$ cat config.mk
export PLATFORM = sky130hd
export DESIGN_NAME = uart_tx_arbiter_flat
export DESIGN_NICKNAME = d
export VERILOG_FILES = /design/src/rtl/uart_tx_arbiter_if.sv /design/src/rtl/uart_tx_arbiter.sv /design/src/flat_wrapper.sv
export SDC_FILE = /design/constraint.sdc
export NUM_CORES = 1
export LEC_CHECK = 0
export CORE_MARGIN = 2
export CORE_UTILIZATION = 30
export DETAILED_ROUTE_END_ITERATION = 10
export MAX_ROUTING_LAYER = met4
export SLEW_MARGIN = 0
export SYNTH_ARGS = -nofsm -noshare
export SYNTH_HDL_FRONTEND = slang
export SYNTH_SLANG_ARGS = --single-unit
$ cat constraint.sdc
create_clock -name clk_clk -period 1.75 [get_ports clk_clk]
set_input_delay 0.175 -clock clk_clk [delete_from_list [all_inputs] [get_ports clk_clk]]
set_output_delay 0.175 -clock clk_clk [all_outputs]
set_load 0.02 [all_outputs]
$ cat src/rtl/uart_tx_arbiter_if.sv
// uart_tx_arbiter_if: requester-side byte streams plus the shared UART TX sink stream
interface uart_tx_arbiter_if #(
  parameter int NUM_REQ = 4,
  parameter int DATA_W = 8
);
  logic [NUM_REQ*DATA_W-1:0] req_data;
  logic [NUM_REQ-1:0]        req_valid;
  logic [NUM_REQ-1:0]        req_last;
  logic [NUM_REQ-1:0]        req_ready;
  logic [DATA_W-1:0]         to_uart_data;
  logic                      to_uart_valid;
  logic                      to_uart_error;
  logic                      to_uart_ready;
  modport master (
    input  req_data, req_valid, req_last, to_uart_ready,
    output req_ready, to_uart_data, to_uart_valid, to_uart_error
  );
  modport slave (
    output req_data, req_valid, req_last, to_uart_ready,
    input  req_ready, to_uart_data, to_uart_valid, to_uart_error
  );
endinterface

$ cat src/rtl/uart_tx_arbiter.sv
// uart_tx_arbiter: message-level round-robin arbiter sharing one UART TX stream between requesters
module uart_tx_arbiter #(
  parameter int NUM_REQ = 4,
  parameter int DATA_W = 8,
  parameter int TIMEOUT = 1023
) (
  input  logic                       clk_clk,
  input  logic                       reset_reset_n,
  uart_tx_arbiter_if.master          bus,
  output logic [$clog2(NUM_REQ)-1:0] grant_id,
  output logic                       busy,
  output logic                       timeout_pulse
);
  localparam int GW = $clog2(NUM_REQ);
  localparam int TW = TIMEOUT > 0 ? $clog2(TIMEOUT + 1) : 1;
  localparam logic [TW-1:0] T_LAST = TW'(TIMEOUT > 0 ? TIMEOUT - 1 : 0);
  typedef enum logic {IDLE, GRANT} state_t;
  state_t state_q, state_d;
  logic [GW-1:0] grant_id_q, grant_id_d, last_grant_q, last_grant_d, winner;
  logic [TW-1:0] timer_q, timer_d;
  logic timeout_pulse_q, timeout_pulse_d;
  logic cur_valid, cur_last, accept;
  // Descending scan so the closest requester after last_grant is assigned last and wins
  always_comb begin
    logic [GW-1:0] idx;
    winner = last_grant_q;
    idx = '0;
    for (int k = NUM_REQ; k >= 1; k--) begin
      idx = GW'((int'(last_grant_q) + k) % NUM_REQ);
      winner = bus.req_valid[idx] ? idx : winner;
    end
  end
  assign cur_valid = bus.req_valid[grant_id_q];
  assign cur_last = bus.req_last[grant_id_q];
  assign busy = state_q == GRANT;
  assign accept = busy & cur_valid & bus.to_uart_ready;
  assign bus.to_uart_valid = busy & cur_valid;
  assign bus.to_uart_data = busy ? bus.req_data[grant_id_q*DATA_W +: DATA_W] : '0;
  assign bus.req_ready = busy ? NUM_REQ'(bus.to_uart_ready) << grant_id_q : '0;
  assign bus.to_uart_error = 1'b0;
  assign grant_id = grant_id_q;
  assign timeout_pulse = timeout_pulse_q;
  // A UART stall (valid high, ready low) neither clears nor advances the silence timer
  always_comb begin
    state_d = state_q;
    grant_id_d = grant_id_q;
    last_grant_d = last_grant_q;
    timer_d = timer_q;
    timeout_pulse_d = 1'b0;
    if (state_q == IDLE) begin
      if (|bus.req_valid) begin
        grant_id_d = winner;
        last_grant_d = winner;
        timer_d = '0;
        state_d = GRANT;
      end
    end else if (accept && cur_last) begin
      state_d = IDLE;
    end else if (accept) begin
      timer_d = '0;
    end else if (!cur_valid) begin
      if (TIMEOUT != 0 && timer_q == T_LAST) begin
        state_d = IDLE;
        timeout_pulse_d = 1'b1;
      end else begin
        timer_d = timer_q + 1'b1;
      end
    end
  end
  always_ff @(posedge clk_clk or negedge reset_reset_n) begin
    if (!reset_reset_n) begin
      state_q <= IDLE;
      grant_id_q <= '0;
      last_grant_q <= GW'(NUM_REQ - 1);
      timer_q <= '0;
      timeout_pulse_q <= 1'b0;
    end else begin
      state_q <= state_d;
      grant_id_q <= grant_id_d;
      last_grant_q <= last_grant_d;
      timer_q <= timer_d;
      timeout_pulse_q <= timeout_pulse_d;
    end
  end
endmodule
$ cat src/flat_wrapper.sv
// flat-port wrapper written by rule: the top's interface ports become plain ports
module uart_tx_arbiter_flat 
#(
  parameter int NUM_REQ = 4,
  parameter int DATA_W = 8,
  parameter int TIMEOUT = 1023
)
  (clk_clk, reset_reset_n, grant_id, busy, timeout_pulse, bus_req_data, bus_req_valid, bus_req_last, bus_to_uart_ready, bus_req_ready, bus_to_uart_data, bus_to_uart_valid, bus_to_uart_error);
  uart_tx_arbiter_if #(.NUM_REQ(NUM_REQ), .DATA_W(DATA_W)) bus_i ();
  input  logic clk_clk;
  input  logic reset_reset_n;
  output logic [$clog2(NUM_REQ)-1:0] grant_id;
  output logic busy;
  output logic timeout_pulse;
  input wire logic [$bits(bus_i.req_data)-1:0] bus_req_data;
  input wire logic [$bits(bus_i.req_valid)-1:0] bus_req_valid;
  input wire logic [$bits(bus_i.req_last)-1:0] bus_req_last;
  input wire logic [$bits(bus_i.to_uart_ready)-1:0] bus_to_uart_ready;
  output wire logic [$bits(bus_i.req_ready)-1:0] bus_req_ready;
  output wire logic [$bits(bus_i.to_uart_data)-1:0] bus_to_uart_data;
  output wire logic [$bits(bus_i.to_uart_valid)-1:0] bus_to_uart_valid;
  output wire logic [$bits(bus_i.to_uart_error)-1:0] bus_to_uart_error;
  assign bus_i.req_data = bus_req_data;
  assign bus_i.req_valid = bus_req_valid;
  assign bus_i.req_last = bus_req_last;
  assign bus_i.to_uart_ready = bus_to_uart_ready;
  assign bus_req_ready = bus_i.req_ready;
  assign bus_to_uart_data = bus_i.to_uart_data;
  assign bus_to_uart_valid = bus_i.to_uart_valid;
  assign bus_to_uart_error = bus_i.to_uart_error;
  uart_tx_arbiter #(.NUM_REQ(NUM_REQ), .DATA_W(DATA_W), .TIMEOUT(TIMEOUT)) u_core (.clk_clk(clk_clk), .reset_reset_n(reset_reset_n), .bus(bus_i), .grant_id(grant_id), .busy(busy), .timeout_pulse(timeout_pulse));
endmodule
Word-level counts from Yosys, hierarchy flattened
Index checks and enable logic that the tools add are counted.

Add/subtract/negate cells: 5. $lt $le $gt $ge: 5. Muxes and demuxes: 35. Eq/ne operators: 4. Shift operators: 2. Reduce and logical (&&, ||, !) cells: 5. Bitwise gates (word level): 3.

Operators by type and width (number): 10-bit 2-to-1 mux (6); 32-bit by 6-bit indexed part select with 8-bit output (1); 1-bit 2-to-1 mux (17); 2-bit by 3-bit less-than comparator with 1-bit output, second input constant (5); 1-bit binary-select mux with 2-bit select (6); 10-bit by 1-bit adder with 10-bit output, second input constant (1); 10-bit == test, second input constant (1); 2-bit 2-to-1 mux (4); 8-bit 2-to-1 mux (1); 3-bit != test, second input constant (2); 2-bit by 1-bit adder with 2-bit output, second input constant (2); 2-bit adder, second input constant (2); 4-bit 2-to-1 mux (1); 4-bit AND reduction (1); 4-bit OR reduction (1); 1-bit by 2-bit left shift with 4-bit output (1); 1-bit bitwise AND (2); 2-bit != test, second input constant (1); 2-bit AND reduction (1); 2-bit nonzero test (1); 1-bit logical AND (1); 1-bit inverter (1).

Flip-flop bits (word level): 16. Input bits: 43.

Longest topological paths before layout
Gate-level depths: netlist of run 1.

Word-level depth: 7. Depth in mapped cells: 6. Depth with buffers taken out: 6.

Worst setup path before layout of run 1
No wires, ideal clock.

Path type: reg2reg. Start point: reg u_core.grant_id_q[0], in the netlist u_core.grant_id[0]. End point: reg u_core.timer_q[1]. Stages on the path, launching flop included: 6. Slack: -0.053 ns. Library setup time: 0.137 ns. Clock period less this slack: 1.803 ns. Required time: 1.613 ns. Arrival time: 1.665 ns. Buffers on the path: 1. Cell sequence: dfrtp_1 buf_6 mux4_2 nor2b_1 a2bb2oi_4 o221ai_1.

Word-level cells in the longest chain between the ends: 7. Elaborated cells on any way between the ends: 14. Classes of those cells: eq/ne (3); mux (7); bitwise (2); reduce/logical (2).

Ends and longest elaborated chain: from (decl) (RTL line uart_tx_arbiter.sv:19) `logic [GW-1:0] grant_id_q, grant_id_d, last_grant_q, last_grant_d, winner;`; from (signal assigned) (RTL line uart_tx_arbiter.sv:79) `grant_id_q <= grant_id_d;`; 1-bit binary-select mux with 2-bit select (RTL line uart_tx_arbiter.sv:33) `assign cur_valid = bus.req_valid[grant_id_q];`; 1-bit 2-to-1 mux (implied by the code) (RTL line uart_tx_arbiter.sv:33); 1-bit bitwise AND (2 in a row) (RTL line uart_tx_arbiter.sv:36) `assign accept = busy & cur_valid & bus.to_uart_ready;`; 1-bit logical AND / 10-bit 2-to-1 mux (equally long branches) (RTL line uart_tx_arbiter.sv:57, uart_tx_arbiter.sv:59); 2-bit != test (no line) / 10-bit 2-to-1 mux (equally long branches); 4-bit AND reduction (no line) / 10-bit 2-to-1 mux (equally long branches); to (signal assigned) (RTL line uart_tx_arbiter.sv:81) `timer_q <= timer_d;`; to (decl) (RTL line uart_tx_arbiter.sv:20) `logic [TW-1:0] timer_q, timer_d;`.

Several ways; a longest one is shown, not always the timed one. The select of a mux whose other input is x is not followed. A chain may end at the register's enable or synchronous reset.

Worst setup path after layout of run 1
Start point: reg u_core.grant_id_q[0], in the netlist u_core.grant_id[0]. End point: out bus_to_uart_valid.

Word-level cells in the longest chain between the ends: 3.

Ends and longest elaborated chain: 1-bit binary-select mux with 2-bit select (RTL line uart_tx_arbiter.sv:33); 1-bit 2-to-1 mux (implied by the code) (RTL line uart_tx_arbiter.sv:33); 1-bit bitwise AND (RTL line uart_tx_arbiter.sv:37) `assign bus.to_uart_valid = busy & cur_valid;`; to (decl) (RTL line flat_wrapper.sv:21) `output wire logic [$bits(bus_i.to_uart_valid)-1:0] bus_to_uart_valid;`.

Every way passes these cells. The select of a mux whose other input is x is not followed.

==> results of run 1 <==
[logic make-up after synthesis]
family,after synthesis
other,1
buffers and inverters,15
multiplexers,11
adder cells (fa/ha/maj),2
flip-flops,16
AND/OR/NAND/NOR,58
AO/OA/AOI/OAI,37
[registers in the layout (all words and copies together) (netlist names)]
signal / count
u_core.last_grant_q: 2
u_core.timer_q: 10
u_core.grant_id: 2
u_core.busy: 1
u_core.timeout_pulse: 1
[worst max-delay path, delay by kind of cell (launching register included)]
kind	cells	cell delay (ps)
simple gates	1	70
mux	1	450
buf+inv	4	480
flops	1	500
[routing by layer]
metal	GRT usage	wire, µm
met1	0.217	1770
met2	0.328	2270
met3	0.0346	337
met4	0.0385	57
met5	-	0
[worst max path at each step]
stage                        endpoint  slack (ps)  cells after the start
global placement    u_core.timer_q[1]        -310                      5
CTS                 u_core.timer_q[1]        -160                      6
detailed placement  u_core.timer_q[8]        -350                      5
finish              bus_to_uart_valid        -160                      6
floorplan           u_core.timer_q[1]           3                      5
global route        bus_to_uart_valid        -210                      6
[report_power, final]
part	switching, µW	internal, µW	total [µW]
combinational	1140	1440	2580
clock	123	199	322
sequential	133	499	632
[synth_stat cells (all sizes together) (2+ instances only)]
master / count
dfrtp: 14
nor2: 9
and2: 10
nor2b: 3
and3: 4
a31oi: 10
ha: 2
inv: 6
o21ai: 8
dfstp: 2
nand4: 2
a41oi: 4
nand3: 6
a21oi: 7
clkbuf: 2
buf: 7
o211ai: 2
nand2: 9
mux4: 10
nor3: 4
nand2b: 5
[cell type report]
class | instances | area [µm²]
Fill cell | 398 | 1940
Multi-Input combinational cell | 110 | 946
Timing Repair Buffer | 90 | 855
Sequential cell | 16 | 407
Tap cell | 52 | 65.1
Clock buffer | 4 | 55.1
Inverter | 6 | 22.5
[per-stage QoR]
stage | power (µW) | setup WS [ps] | utilization | hold WS, ps
after global routing | 3750 | -209 | 0.547 | 220
after floorplan | 1810 | 2.81 | - | -121
after CTS | 3280 | -162 | 0.527 | 207
after global placement | 2570 | -312 | 0.483 | 477
final | 3530 | -157 | 0.547 | 194
after detailed placement | 2600 | -348 | 0.483 | 472
[what timing repair did]
item,in CTS,in global routing
pin swaps,18,14
buffers inserted,6,2
gates resized for setup,77,31
gates cloned,2,1
setup endpoints to repair,26,23
==> summary.md, run 1 <==
Arrival time at the worst endpoint: 1730 ps. The analysis attributes to cell leakage a power of 0.000989 µW. The die is 70.2 µm tall. After legalization and detailed placement, the total HPWL measured 3280 µm. The number of hold buffers added after CTS was 0.

The global-route wire length before repair was 7160 µm; the number of global-route vias before repair was 1469. The root buffer cell was clkbuf_8. The clock passes through at most 2 buffers. The tools report the startpoint of the worst setup timing path as u_core.grant_id[0]. The share of the synthesized area in compound gates (AO/OA/AOI/OAI) is 0.196, and the instance area at placement is 0.00207 mm². Summing every instance area after synthesis gives 0.00132 mm².

The top cell types in the final layout, fill and taps aside, are clkdlybuf4s50_1 (45), buf_4 (21), buf_6 (17), dfrtp_1 (13). The run gives 3 as the clock buffer count from CTS. The number of max-capacitance violations reported came out at 0. The shortest clock period the worst path allows after layout came out at 1910 ps.

The worst register-to-register path begins at u_core.grant_id[0]. The first-iteration detailed-routing DRC count is 53, and the post-detailed-routing wire length is 4430 µm. The largest area contributor in the synthesized netlist is dfrtp_1. The core region is 0.00429 mm². For this run the aggregate overflow at the end of global routing stands at 0.

The final worst clock skew is 6.09 ps, and the relative area change from synthesis to final layout is 78.7%. The number of flops mapped to enable cells by yosys works out to 0. The final estimated routing congestion in global placement was 0.903; the CTS H-tree depth was 1. During I/O placement, the number of pins put on the boundary was 61.

For the fmax, the log shows 524 MHz. The count of cells along the worst register-to-register path works out to 6. Sorting the synthesized cells by area gives the leading types as dfrtp_1 (27%), mux4_2 (17%), a31oi_1 (4.8%). Average instance area after synthesis: 9.39 µm².

The area share of the leading cell type in the synthesized netlist was 0.266. Of all nets on the critical path, the largest fanout is 3. The total via count after detailed routing is 1471. The worst setup path is of the reg2out kind. The async set or reset register ratio after synthesis is 1.00.

The final number of max-transition violations was 0; the fraction of the mapped netlist area in adder cells was 0.0190. For the total negative setup slack, the log shows -1690 ps. The net count of the finished layout is 272.

The endpoint of the worst-slack reg-to-reg timing path was u_core.timer_q[8]. In this design, the stage delay of the slowest critical-path cell is 500 ps. The checks that failed: setup timing. Detail-routed net length per standard cell: 15.9 µm.

The netlist uses 41 different library cells. Entering global routing, the biggest net connects 10 pins. The xor-xnor portion of the synthesized cell area was 0. Path class of the lowest-slack min-delay path: in2async. The synthesized net count is 185, and the fraction of final layout cells with drive strength greater than 1 is 0.376. After the flow finishes, the layout carries non-filler instances totaling 278. The mux share of post-synthesis cell area was 0.179. Walking the worst path, the cells encountered are buf_6, mux4_2, buf_4, nand2_2, inv_1, buf_2.

Final worst-path cycle share: 1.09. The die covers 0.00493 mm². The highest-delay cell along the critical path is dfrtp_4. For the total non-filler cell area in the finished layout, the log shows 0.00235 mm². For this run, the number of Yosys warnings is 0. Number of setup violations in the final report: 19. The flow ran to the end, but the final reports show violations. The tools report the initial antenna violation count as 0.

Count of input and output buffers: 59. The worst-case IR drop observed on VDD is 0.000865 V. After detailed routing, the number of remaining DRC violations is 0. The count of endpoints failing hold in the final timing report was 0; the worst path setup slack after routing was -157 ps.

0 antenna diodes ended up in the layout. Setup repair after global routing could not meet its margin everywhere. The clock-pin slew of the registers on the worst-case setup and hold paths was 60 ps. By area, the combinational part of the netlist is dominated by simple AND/OR/NAND/NOR gates.

The remaining number of nets flagged by the antenna check after routing was 0. The total routing resource utilization after global routing came out at 0.184. The tools report the instance count of the mapped netlist as 140. TritonCTS built the clock tree. The simple logic cell fraction of the synthesized area works out to 0.238.

The synthesized design contains 16 register bits. The clock latency on the worst-skew pair was 250 ps; the cell area power density was 1500 mW/mm². The leading cell type in the layout, fill and taps excluded is clkdlybuf4s50_1.

Type of element capturing the critical path: a primary output. For this design, the sink count on the clock tree is 16. The pre-antenna-repair detailed-routing pass consisted of 4 iterations.

STA puts the critical path data required time at 1570 ps. In the routed layout, each cell is associated on average with a via count of 5.29. The starting density of the core was 0.306.

The startpoint class of the critical path is a register. The dominant synthesized flop cell is dfrtp_1. The width of the die works out to 70.2 µm. Once placement completed, the tool counted placed cells totaling 263.

The worst register-to-register path has a setup slack of -140 ps. In this run the core area contains 24 standard-cell rows. Sequential-to-total area share from yosys stat: 0.306.
Note: power is estimated with default switching activity, not from simulation.
==> inputs of run 2 (changes only) <==
--- a/config.mk
+++ b/config.mk
@@ -5,6 +5,7 @@
 export SDC_FILE = /design/constraint.sdc
 export NUM_CORES = 1
 export LEC_CHECK = 0
+export ABC_CLOCK_PERIOD_IN_PS = 2300
 export CORE_MARGIN = 2
 export CORE_UTILIZATION = 30
 export DETAILED_ROUTE_END_ITERATION = 10
==> constraint.sdc (replaced) <==
create_clock -name clk_clk -period 2.3 [get_ports clk_clk]
set_input_delay 0.23 -clock clk_clk [delete_from_list [all_inputs] [get_ports clk_clk]]
set_output_delay 0.23 -clock clk_clk [all_outputs]
set_load 0.02 [all_outputs]
==> run 2 against run 1 <==
  * The run now ends clean
  * Combinational power is 47% lower
  * Clock skew is 4.2 ps lower
  * Clock-buffer cell count stayed put
  * Clock power is 23% lower
  * Flip-flop and latch count stayed put
  * Wire length is 11% lower
  * Non-clock buffer count is 24 lower
  * First-iteration DRC count is 9.4% lower
  * Via count is 7.5% lower
  * Global-route usage is 1.7 points lower
  * Sequential share of layout area is 2.5 points higher
  * Die area stayed put
==> summary.md, run 2 (same netlist as run 1, synthesis figures left out) <==
Count of buffering cells on the critical path with inverters included: 2 (was 4). The logs give 0.00204 mm² (was 0.00235 mm²) for the total non-filler cell area in the finished layout and 1356 (was 1469) for the number of global-route vias before repair. Most frequent cells in the layout: clkdlybuf4s50_1 (54), dfrtp_1 (13), mux4_2 (10), and2_1 (10), a31oi_1 (10) (was clkdlybuf4s50_1 (45), buf_4 (21), buf_6 (17), dfrtp_1 (13)). The startpoint class of the critical path is a register (unchanged). The run finished with clean final reports. Required time at the endpoint of the critical path: 2070 ps (was 1570 ps). The total length of routed met3 wires was 175 µm (was 337 µm). The cell area power density works out to 1050 mW/mm² (was 1500 mW/mm²). Maximum number of pins on one net before global-route repair: 17 (was 10). Root buffer cell: clkbuf_8 (unchanged). The first-iteration detailed-routing DRC count was 48 (was 53).

The global-route wire length before repair is 6340 µm (was 7160 µm). The via-per-instance ratio is 5.38 (was 5.29), and the starting density of the core is 0.306 (unchanged). The worst slack on hold paths was 410 ps (was 194 ps). The highest routing layer actually used was met4 (unchanged). The count of input and output buffers was 59 (unchanged); the final estimated routing congestion in global placement was 0.943 (was 0.903). Leakage dissipation: 0.000839 µW (was 0.000989 µW). The maximum resistive drop on vdd is 0.000510 V (was 0.000865 V). Setup repair after global routing left no endpoint under its margin. The worst stage delay on the critical path was 530 ps (was 500 ps); the shortest clock period the worst path allows after layout was 2210 ps. Height of the die: 70.2 µm (unchanged). The fraction of final layout cells with drive strength greater than 1 was 0.144 (was 0.376); the clock-pin slew of the registers on the worst-case setup and hold paths was 60 ps (about the same). The tools report the wire length on met1 as 1690 µm (was 1770 µm).

Type of element capturing the critical path: a primary output (unchanged). TritonCTS built the clock tree. The number of logic stages on the critical path including buffering works out to 4 (was 6). The final worst clock skew is 1.88 ps (was 6.09 ps), and the total of fill cells in the finished design is 396 (was 398). The highest-delay cell along the critical path is clkdlybuf4s50_1 (was dfrtp_4).

Largest fanout on the critical path: 10 (was 3). The tools report the site row count as 24 (unchanged). For the clock buffer count from CTS, the log shows 3 (unchanged). Cell breakdown of the critical path: buf_6, mux4_2, and2_1, clkdlybuf4s50_1 (was buf_6, mux4_2, buf_4, nand2_2, inv_1, buf_2). The detail-routed net length per standard cell was 15.6 µm (was 15.9 µm).

For the instance area at placement, the log shows 0.00197 mm² (was 0.00207 mm²). The leading cell type in the layout, fill and taps excluded is clkdlybuf4s50_1 (unchanged). For the number of detailed-routing iterations run before antenna repair, the log shows 4 (unchanged).

Path class of the lowest-slack min-delay path: in2async (unchanged). Transition time of the tightest slew-check pin: 723 ps. The remaining design rule violation count was 0 (unchanged).

The sum of overflow across all layers after global routing was 0 (unchanged); the final worst-path cycle share was 0.963. The run gives 1361 (was 1471) as the total via count after detailed routing. The boundary pin count came out at 61 (unchanged). The count of cells along the worst register-to-register path came out at 6 (unchanged). The width of the die works out to 70.2 µm (unchanged). The number of antenna diodes came out at 0 (unchanged).

Number of max-capacitance violations reported: 0 (unchanged). The CTS H-tree depth is 1 (unchanged), and the sum of met2 wire segment lengths after detailed routing is 2040 µm (was 2270 µm). The run gives 0 (unchanged) as the remaining number of nets flagged by the antenna check after routing. The maximum clock insertion buffer count was 2 (unchanged). The critical path class was reg2out (unchanged). The number of setup violations in the final report is 0 (was 19). The cell family with the largest share of critical-path delay is buffers and inverters (was flip-flops). The arrival time at the worst endpoint was 1980 ps (was 1730 ps). The run gives 3130 µm (was 3280 µm) as the detailed placer's ending HPWL. The clock latency on the worst-skew pair was 250 ps (about the same); the die area was 0.00493 mm² (unchanged). The logs give 0.474 (was 0.547) for the final design utilization and 0 ps (was -1690 ps) for the total negative setup slack.

The flip-flop count of the largest register, all copies and words added is 10 (unchanged). The logs give 0 (unchanged) for the initial antenna violation count and 16 (unchanged) for the clock net sink count. For the relative slew slack, the log shows 0.516.

The register with the most flip-flops is u_core.timer_q (unchanged). The final number of max-transition violations was 0 (unchanged). The count of hold-fix buffers inserted at cts was 0 (unchanged). The fmax is 452 MHz, and the net total in the final layout is 247 (was 272). The logs give 0 (unchanged) for the count of endpoints failing hold in the final timing report and 3950 µm (was 4430 µm) for the post-detailed-routing wire length. The relative area change from synthesis to final layout works out to 54.9% (was 78.7%). The total routing resource utilization after global routing was 0.167 (was 0.184); the area of the core region was 0.00429 mm² (unchanged).
==> run 2: path summary, 6_finish.rpt <==
check / slack [ps] / end / start
min: 410 / u_core.timer_q[5] / reset_reset_n
max in group asynchronous: 1390 / u_core.grant_id[1] / reset_reset_n
min reg2reg: 500 / u_core.timer_q[9] / u_core.timer_q[9]
max: 90 / bus_to_uart_data[3] / u_core.grant_id[0]
max reg2reg: 410 / u_core.timer_q[0] / u_core.grant_id[0]
min in group clk_clk: 500 / u_core.timer_q[9] / u_core.timer_q[9]
==> run 2: metal layers <==
metal  global-route usage  up-vias
met4               0.0406        0
met1                0.192      653
li1                     -      655
met5                    -        -
met2                0.305       48
met3               0.0245        5
==> run 2: repair_timing <==
action | CTS | global route
buffers inserted | 0 | 0
pin swaps | 0 | 0
endpoints found under the setup margin | 3 | 4
gates cloned | 0 | 0
gates resized for setup | 3 | 4
==> run 2: power breakdown <==
part	internal [µW]	switching (µW)	total (µW)	leakage, µW
clock network	152	95.7	248	0.0000288
logic	716	643	1360	0.000608
registers	375	156	531	0.000202
total	1240	895	2140	0.000839
==> run 2: metrics by stage <==
stage | power, µW | std cells | setup WS [ps]
after floorplan | 1370 | 140 | 489
after global placement | 1880 | 249 | 188
after detailed placement | 1910 | 249 | 167
after CTS | 2170 | 253 | 37.2
after global routing | 2280 | 253 | 3.45
final | 2140 | 253 | 86.2
==> run 2: layout make-up <==
type / count / area, µm² / share of cell area
multi-input combinational: 109 / 835 / 0.410
timing repair buffer: 66 / 656 / 0.322
sequential: 16 / 404 / 0.198
tap: 52 / 65.1 / 0.0319
clock buffer: 4 / 55.1 / 0.0270
inverter: 6 / 22.5 / 0.0111
==> inputs of run 3 (changes only) <==
--- a/config.mk
+++ b/config.mk
@@ -10,6 +10,7 @@
 export CORE_UTILIZATION = 30
 export DETAILED_ROUTE_END_ITERATION = 10
 export MAX_ROUTING_LAYER = met4
+export PLACE_DENSITY_LB_ADDON = 0.12
 export SLEW_MARGIN = 0
 export SYNTH_ARGS = -nofsm -noshare
 export SYNTH_HDL_FRONTEND = slang
==> run 3 against run 2 <==
  * Critical path depth unchanged
  * Worst setup slack better by 23 ps
  * Critical path type unchanged
  * Sequential share of layout area is 0.085 points lower
  * Largest power group unchanged
  * Largest cell class unchanged
==> summary.md, run 3 (same netlist as run 1, synthesis figures left out) <==
The run finished with clean final reports. The count of hold-fix buffers inserted at cts was 0 (unchanged). The largest fanout on the critical path came out at 5 (was 10). The sum of overflow across all layers after global routing was 0 (unchanged).

Via-per-instance ratio: 5.34 (was 5.38). The logs give 0.166 (was 0.167) for the total routing resource utilization after global routing and 3020 µm (was 3130 µm) for the detailed placer's ending HPWL. For the maximum clock insertion buffer count, the log shows 2 (unchanged). The site row count came out at 24 (unchanged). The clock network fraction of design power came out at 0.120 (was 0.116). The CTS H-tree depth came out at 1 (unchanged). The leading cell type in the layout, fill and taps excluded was clkdlybuf4s50_1 (unchanged). The number of detailed-routing iterations run before antenna repair came out at 4 (unchanged). The tools report the type of element capturing the critical path as a primary output (unchanged).

The flip-flop count of the largest register, all copies and words added was 10 (unchanged). The net switching power is 903 µW (was 895 µW). The remaining number of nets flagged by the antenna check after routing is 0 (unchanged), and the fraction of final layout cells with drive strength greater than 1 is 0.144 (unchanged).

Register with the most flip-flops: u_core.timer_q (unchanged). For the post-route non-filler standard cell count, the log shows 253 (unchanged). The total via count after detailed routing is 1350 (was 1361), and the relative slew slack is 0.522 (was 0.516). The tools report the net total in the final layout as 247 (unchanged). The run gives 1240 µW (about the same) as the internal power summed over all cells. For the clock net sink count, the log shows 16 (unchanged). Most frequent cells in the layout: clkdlybuf4s50_1 (52), dfrtp_1 (13), mux4_2 (10), and2_1 (10), a31oi_1 (10) (was clkdlybuf4s50_1 (54), dfrtp_1 (13), mux4_2 (10), and2_1 (10), a31oi_1 (10)). Cell breakdown of the critical path: buf_4, mux4_2, and2_1, clkdlybuf4s50_1 (was buf_6, mux4_2, and2_1, clkdlybuf4s50_1).

The net switching fraction of the power came out at 0.422 (was 0.419). The critical path class is reg2out (unchanged). The final total power was 2140 µW (about the same); the global-route wire length before repair was 6400 µm (was 6340 µm). Maximum resistive drop on vdd: 0.000499 V (was 0.000510 V).

The first-iteration detailed-routing DRC count is 44 (was 48), and the relative area change from synthesis to final layout is 55.6% (was 54.9%). The number of global-route vias before repair was 1346 (was 1356). The worst stage delay on the critical path works out to 530 ps (about the same). For the total length of routed met3 wires, the log shows 209 µm (was 175 µm). The startpoint class of the critical path was a register (unchanged). The final worst clock skew was 6.78 ps (was 1.88 ps); the maximum number of pins on one net before global-route repair was 17 (unchanged). The clock latency on the worst-skew pair was 260 ps (was 250 ps); the arrival time at the worst endpoint was 1960 ps (was 1980 ps). Number of max-capacitance violations reported: 0 (unchanged).

Area of the core region: 0.00429 mm² (unchanged). The number of setup violations in the final report was 0 (unchanged). The tools report the boundary pin count as 61 (unchanged). The logs give 456 MHz (was 452 MHz) for the fmax and 0 (unchanged) for the final number of max-transition violations. For the required time at the endpoint of the critical path, the log shows 2070 ps (about the same). The root buffer cell is clkbuf_8 (unchanged).

For the placed cell count, the log shows 249 (unchanged). The instance area at placement was 0.00197 mm² (unchanged). The worst slack on hold paths is 392 ps (was 410 ps). Clock-pin slew of the registers on the worst-case setup and hold paths: 70 ps (was 60 ps). The shortest clock period the worst path allows after layout came out at 2190 ps (was 2210 ps). Setup repair after global routing left no endpoint under its margin. For the count of endpoints failing hold in the final timing report, the log shows 0 (unchanged). The post-detailed-routing wire length is 3910 µm (was 3950 µm), and the detail-routed net length per standard cell is 15.5 µm (was 15.6 µm).

The transition time of the tightest slew-check pin was 710 ps (was 723 ps); the width of the die was 70.2 µm (unchanged). The remaining design rule violation count was 0 (unchanged); the height of the die was 70.2 µm (unchanged). The tools report the total non-filler cell area in the finished layout as 0.00205 mm² (was 0.00204 mm²).

The run gives 0 (unchanged) as the number of antenna diodes. Highest-delay cell along the critical path: clkdlybuf4s50_1 (unchanged). The combinational cell fraction of total power was 0.632 (was 0.636). The initial antenna violation count was 0 (unchanged); the starting density of the core was 0.306 (unchanged). Leakage dissipation: 0.000872 µW (was 0.000839 µW). Sequential share of power: 0.248 (about the same).

TritonCTS built the clock tree. The final worst-path cycle share is 0.952 (was 0.963), and the final estimated routing congestion in global placement is 0.795 (was 0.943). The die area is 0.00493 mm² (unchanged), and the count of input and output buffers is 59 (unchanged). The cell area power density works out to 1050 mW/mm² (about the same). The clock buffer count from CTS is 3 (unchanged). For the total negative setup slack, the log shows 0 ps (unchanged). Sum of met2 wire segment lengths after detailed routing: 1970 µm (was 2040 µm).

For the wire length on met1, the log shows 1670 µm (was 1690 µm). Path class of the lowest-slack min-delay path: in2async (unchanged). The highest routing layer actually used was met4 (unchanged).
## run 3: cell types whose count changed in the layout (fill, tap and decap cells not counted)
| cell | delta |
|---|---|
| dlymetal6s2s_1 | +3 |
| clkdlybuf4s50_1 | -2 |
| dlygate4sd2_1 | -1 |
## run 3: worst max-delay path: cells and delay by family, from the launching register on
family,cells,cell delay (ps)
and+or+nand+nor,1,160
DFF,1,370
muxes,1,490
buffers and inverters,2,700
## run 3: area by class of cell
type	instances	area, µm²
clock buffer	4	55.1
inverter	6	22.5
fill	404	2250
tap	52	65.1
sequential	16	404
timing repair buffer	66	664
multi-input combinational	109	835
## run 3: stage by stage
stage / util / setup slack, ps
after floorplan: - / 489
after global placement: 0.458 / 159
after detailed placement: 0.458 / 148
after CTS: 0.471 / 24.4
after global routing: 0.476 / 13.3
final: 0.476 / 109
## run 3: layer usage
| layer | vias to the layer above | global-route usage |
|---|---|---|
| met5 | - | - |
| met2 | 38 | 0.270 |
| met4 | 0 | 0.0513 |
| met3 | 6 | 0.0418 |
| li1 | 649 | - |
| met1 | 657 | 0.204 |
## run 3: power groups by stage
| stage | Clock [µW] | Sequential, µW | Combinational (µW) |
|---|---|---|---|
| after floorplan | 0 | 477 | 895 |
| after global placement | 0 | 525 | 1350 |
| after detailed placement | 0 | 534 | 1370 |
| after CTS | 257 | 531 | 1370 |
| after global routing | 277 | 553 | 1460 |
| final | 257 | 531 | 1350 |
## run 3: final timing paths
kind	startpoint	end	slack, ps	cells past startpoint
setup / recovery	u_core.grant_id[0]	bus_to_uart_data[0]	110	4
hold / removal	reset_reset_n	u_core.timer_q[5]	390	1
setup reg to reg	u_core.grant_id[0]	u_core.timer_q[7]	320	6
hold reg to reg	u_core.timer_q[9]	u_core.timer_q[9]	510	1
max in group asynchronous	reset_reset_n	u_core.grant_id[1]	1410	1
min in group clk_clk	u_core.timer_q[9]	u_core.timer_q[9]	510	1
## run 3: what timing repair did
action                     4_1_cts  5_1_grt
setup buffers                    0        0
gates resized for setup          1        8
setup endpoints to repair        1        7
